--- config.mk ---
export PLATFORM = sky130hd
export DESIGN_NAME = mul_product_combine
export DESIGN_NICKNAME = d
export VERILOG_FILES = /design/src/rtl/mul_product_combine.sv
export SDC_FILE = /design/constraint.sdc
export NUM_CORES = 2
export LEC_CHECK = 0
export CORE_MARGIN = 2
export CORE_UTILIZATION = 40
export DETAILED_ROUTE_END_ITERATION = 12
export GPL_ROUTABILITY_DRIVEN = 0
export GPL_TIMING_DRIVEN = 0
export SETUP_SLACK_MARGIN = 0.1
export SYNTH_ARGS = -nofsm -noshare
export SYNTH_HDL_FRONTEND = slang
export SYNTH_SLANG_ARGS = --single-unit
--- constraint.sdc ---
create_clock -name clk -period 16 [get_ports clk]
set_input_delay 1.6 -clock clk [delete_from_list [all_inputs] [get_ports clk]]
set_output_delay 1.6 -clock clk [all_outputs]
set_load 0.02 [all_outputs]
--- src/rtl/mul_product_combine.sv ---
// Reassembles signed DSP partial products into SEW-wide element results for the vALU multiply path.
// SEW=64 arrives as two beats that accumulate in a 128-bit register before the result is emitted.
module mul_product_combine #(
  parameter int unsigned DATA_WIDTH    = 64,
  parameter int unsigned PP_WIDTH      = 36,
  parameter bit          ENABLE_64_BIT = 1'b1
) (
  input  logic                  clk,
  input  logic                  rst,
  input  logic                  in_valid,
  input  logic [1:0]            in_sew,
  input  logic                  in_high,
  input  logic [PP_WIDTH-1:0]   pp0,
  input  logic [PP_WIDTH-1:0]   pp1,
  input  logic [PP_WIDTH-1:0]   pp2,
  input  logic [PP_WIDTH-1:0]   pp3,
  input  logic [PP_WIDTH-1:0]   pp4,
  input  logic [PP_WIDTH-1:0]   pp5,
  input  logic [PP_WIDTH-1:0]   pp6,
  input  logic [PP_WIDTH-1:0]   pp7,
  output logic                  out_valid,
  output logic [DATA_WIDTH-1:0] out_result,
  output logic                  busy,
  output logic                  err
);

  localparam int unsigned AccW = 128;
  localparam int unsigned ResW = (DATA_WIDTH > 64) ? DATA_WIDTH : 64;

  typedef enum logic [0:0] {StIdle, StAcc} state_e;

  state_e            state_q;
  logic [AccW-1:0]   acc_q;
  logic              high_q;

  logic [PP_WIDTH-1:0] pp_raw [8];
  logic [AccW-1:0]     pp_ext [8];
  logic [AccW-1:0]     beat_sum;
  logic [AccW-1:0]     acc_sum;
  logic [63:0]         lane_sum;
  logic [ResW-1:0]     single_res;
  logic [ResW-1:0]     wide_res;
  logic                beat64;

  assign pp_raw[0] = pp0;
  assign pp_raw[1] = pp1;
  assign pp_raw[2] = pp2;
  assign pp_raw[3] = pp3;
  assign pp_raw[4] = pp4;
  assign pp_raw[5] = pp5;
  assign pp_raw[6] = pp6;
  assign pp_raw[7] = pp7;

  assign beat64 = (in_sew == 2'b11);

  always_comb begin
    for (int k = 0; k < 8; k++) begin
      pp_ext[k] = {{(AccW-PP_WIDTH){pp_raw[k][PP_WIDTH-1]}}, pp_raw[k]};
    end
  end

  // Single-beat element results for SEW=8/16/32.
  always_comb begin
    single_res = '0;
    lane_sum   = '0;
    case (in_sew)
      2'b00: begin
        for (int k = 0; k < 8; k++) begin
          single_res[8*k +: 8] = in_high ? pp_ext[k][15:8] : pp_ext[k][7:0];
        end
      end
      2'b01: begin
        for (int k = 0; k < 4; k++) begin
          single_res[16*k +: 16] = in_high ? pp_ext[k][31:16] : pp_ext[k][15:0];
        end
      end
      2'b10: begin
        for (int l = 0; l < 2; l++) begin
          lane_sum = 64'(pp_ext[4*l]
                         + ((pp_ext[4*l+1] + pp_ext[4*l+2]) << 16)
                         + (pp_ext[4*l+3] << 32));
          single_res[32*l +: 32] = in_high ? lane_sum[63:32] : lane_sum[31:0];
        end
      end
      default: single_res = '0;
    endcase
  end

  // Beat 1 has the same chunk layout as beat 0 with b-chunk index raised by two (weight 2^32).
  always_comb begin
    beat_sum = '0;
    for (int i = 0; i < 4; i++) begin
      for (int j = 0; j < 2; j++) begin
        beat_sum = beat_sum + (pp_ext[2*i+j] << (16 * (i + j)));
      end
    end
  end

  assign acc_sum  = acc_q + (beat_sum << 32);
  assign wide_res = ResW'(high_q ? acc_sum[127:64] : acc_sum[63:0]);

  always_ff @(posedge clk) begin
    if (rst) begin
      state_q    <= StIdle;
      acc_q      <= '0;
      high_q     <= 1'b0;
      out_valid  <= 1'b0;
      out_result <= '0;
      busy       <= 1'b0;
      err        <= 1'b0;
    end else begin
      out_valid <= 1'b0;
      err       <= 1'b0;
      unique case (state_q)
        StIdle: begin
          if (in_valid) begin
            if (beat64) begin
              if (ENABLE_64_BIT) begin
                acc_q   <= beat_sum;
                high_q  <= in_high;
                busy    <= 1'b1;
                state_q <= StAcc;
              end else begin
                err <= 1'b1;
              end
            end else begin
              out_valid  <= 1'b1;
              out_result <= single_res[DATA_WIDTH-1:0];
            end
          end
        end
        StAcc: begin
          if (in_valid) begin
            state_q   <= StIdle;
            busy      <= 1'b0;
            acc_q     <= '0;
            out_valid <= 1'b1;
            if (beat64) begin
              out_result <= wide_res[DATA_WIDTH-1:0];
            end else begin
              // Held beat 0 is dropped; the interrupting beat still produces its result.
              err        <= 1'b1;
              out_result <= single_res[DATA_WIDTH-1:0];
            end
          end
        end
        default: state_q <= StIdle;
      endcase
    end
  end

endmodule

==> qor.yml <==
timing:
  drv_slew: 0
  final.setup.tns_ps: 0
  tightest_slew_ps: 1390
  rsz0062_at_grt: "no"
  period_needed_ps: 12480
  hold_viol: 0
  skew_ps: 24.3
  whs_ps: 477
  period_share_pct: 78.0
  setup_viol: 0
  clock.fmax_ghz: 0.0802
  max_slew_margin_pct: 7.54
critical_path:
  worstPathArrival_ps: 12830
  crit-reg2reg-launch: "state_q"
  reg2regPathDepth: 9
  crit_path_frequent_cell: "fa_1"
  slowest_stage: "xnor2_1"
  end_kind: "flip-flop"
  worstPathMaxFanout: 41
  max_stage_delay_ps: 880
  rrSetupSlack_ps: 11290
  rr_endpoint: "out_result[3]"
  critPathLaunchType: "input pin"
  crit_type: "input pin to flip-flop"
  required_ps: 16350
cts:
  cts_resized: 0
  hold_buffers: 0
  numCtsBuffers: 17
  path_clk_slew_ps: 80
  h-tree-depth: 4
  cts_sinks: 170
  postCtsSetupRepairBufs: 0
  cts_tree: "built"
  cts_buffer_depth: 2
  ctsRootBufferMaster: "clkbuf_16"
  clk_latency_ps: 480
global_route:
  grt_max_degree: 42
  antenna_found_initial: 16
  grt_first_pass_wirelength_um: 254000
  grtUsageTotal_pct: 35.6
  grt_pass1_vias: 37800
  globalRoute.totalOverflow: 0
worst_hold_path:
  min_path_type: "flip-flop to flip-flop"
  min_from: "out_result[0]"
  hold_depth: 2
  holdPathEnd: "out_result[0]"
floorplanning:
  start_util_pct: 40.4
  core.rowCount: 112
  die-area_um2: 97000
  die_x_um: 311
  core-area_um2: 93500
  chipHeight_um: 311
  pin_count: 361
status:
  status: "finished clean"
synth:
  synth_edf_count: 0
  synth-adder-area-share_pct: 32.0
  ys_ff_latch: 170
  synth_xor_area_share_pct: 7.76
  ys.flop_type: "dfxtp_1"
  synthSimpleGateAreaFrac_pct: 11.6
  netlist_instances: 4707
  ys.warnings.count: 0
  async_reset_ff_share_pct: 0
  seq_area_frac_synth_pct: 9.00
  syn_nets: 5780
  ys_types: 95
  muxShareOfSynthArea_pct: 3.86
  synth_compound_area_share_pct: 27.8
  synth.avg_cell_area_um2: 8.03
  synth_top_family_by_area: "adder cells"
  netlist_area_um2: 37800
route:
  drc: 0
  ant_nets: 0
  via_count: 39900
  wl_per_cell_um: 28.0
  drtIter0Drc: 4984
  drt_pass1_iterations: 9
  viasPerCell: 6.26
  drt-total-wl_um: 178000
final_layout:
  final_cell_mix: "597 x inv_1, 466 x ha_1, 420 x a21oi_1, 357 x clkdlybuf4s50_1, 316 x nor2_1"
  area_delta_synth_final_pct: 15.5
  nets: 6161
  mostFrequentLayoutCell: "inv_1"
  drive_gt1_share_pct: 3.23
  final_cells: 6365
  fillers: 9473
run:
  drv_cap: 0
placed_design:
  dp.cells: 6323
  dp_hpwl_um: 151000
  io_buffers: 359
state kept, by name, summed over array words and instances (netlist names):
signal / cells
busy: 1
acc_q: 101
out_valid: 1
out_result: 64
err: 1
high_q: 1
state_q: 1
Yosys cell counts, types with 31 or more instances:
master,instances,area (um2)
inv_1,599,2250
ha_1,466,5830
a21oi_1,421,2110
nor2_1,316,1190
fa_1,313,6270
a21o_1,261,1960
nand2_1,260,976
o21ai_0,259,1300
xnor2_1,204,1790
dfxtp_1,170,3400
clkbuf_1,156,586
xor2_1,131,1150
a22oi_1,82,616
nand4_1,73,457
nand3_1,67,335
o21bai_1,66,495
mux2i_1,57,571
o21a_1,57,428
a221oi_1,51,447
a31oi_1,51,319
nor3_1,43,215
and3_1,39,244
a211oi_1,35,263
mux4_2,35,788
nor2b_1,33,206
o211ai_1,31,233
worst max-delay path: cells and delay by family:
kind,cells,cell delay (ps)
buffers and inverters,7,2100
and+or+nand+nor,6,2180
adders and majority gates,5,2420
xor gates and xnor gates,3,1790
AOI/OAI and AO/OA,10,2650
layout make-up:
type | count | area [um2] | area share [%]
inverters | 602 | 2260 | 5.18
repair buffers | 362 | 3640 | 8.32
flip-flops and latches | 170 | 3400 | 7.79
clock buffers | 17 | 425 | 0.974
multi-input cells | 3744 | 31400 | 71.9
diodes | 10 | 25.0 | 0.0573
plain buffers | 191 | 746 | 1.71
clock inverters | 15 | 213 | 0.487
well taps | 1254 | 1570 | 3.59
cells by family (layout without fill, tap and decap cells):
kind of cell	Yosys count	in the layout
AOI/OAI and AO/OA	1584	1584
and+or+nand+nor	945	945
buffers and inverters	793	1187
adders and majority gates	779	779
xor gates and xnor gates	335	335
DFF	170	170
muxes	101	101
other	0	10
per-layer routing:
layer	routed length (um)	share of wire (%)	track usage, %
met5	123	0.069	0.988
met3	23300	13	11.9
met2	72100	40	52.2
met1	67800	38	44.3
met4	14800	8.3	23.4
through the flow:
stage / area (um2) / util [%] / setup slack [ps]
after global placement: 43000 / 46.0 / 1270
after CTS: 43700 / 46.7 / 3660
after floorplan: 37800 / - / 4980
after global routing: 43700 / 46.7 / 3050
final: 43700 / 46.7 / 3520
after detailed placement: 43000 / 46.0 / 3190
worst max path at each step:
stage | from | end | slack (ps)
floorplan | pp0[35] | out_result[63] | 4980
global placement | pp0[35] | out_result[61] | 1270
detailed placement | pp0[35] | out_result[61] | 3190
CTS | pp0[35] | out_result[61] | 3660
global route | pp0[35] | out_result[61] | 3050
finish | pp0[35] | out_result[61] | 3520
Power is left out: the tool's default activity adds up to more than one toggle a clock period on the data nets, which glitch-free logic cannot reach.
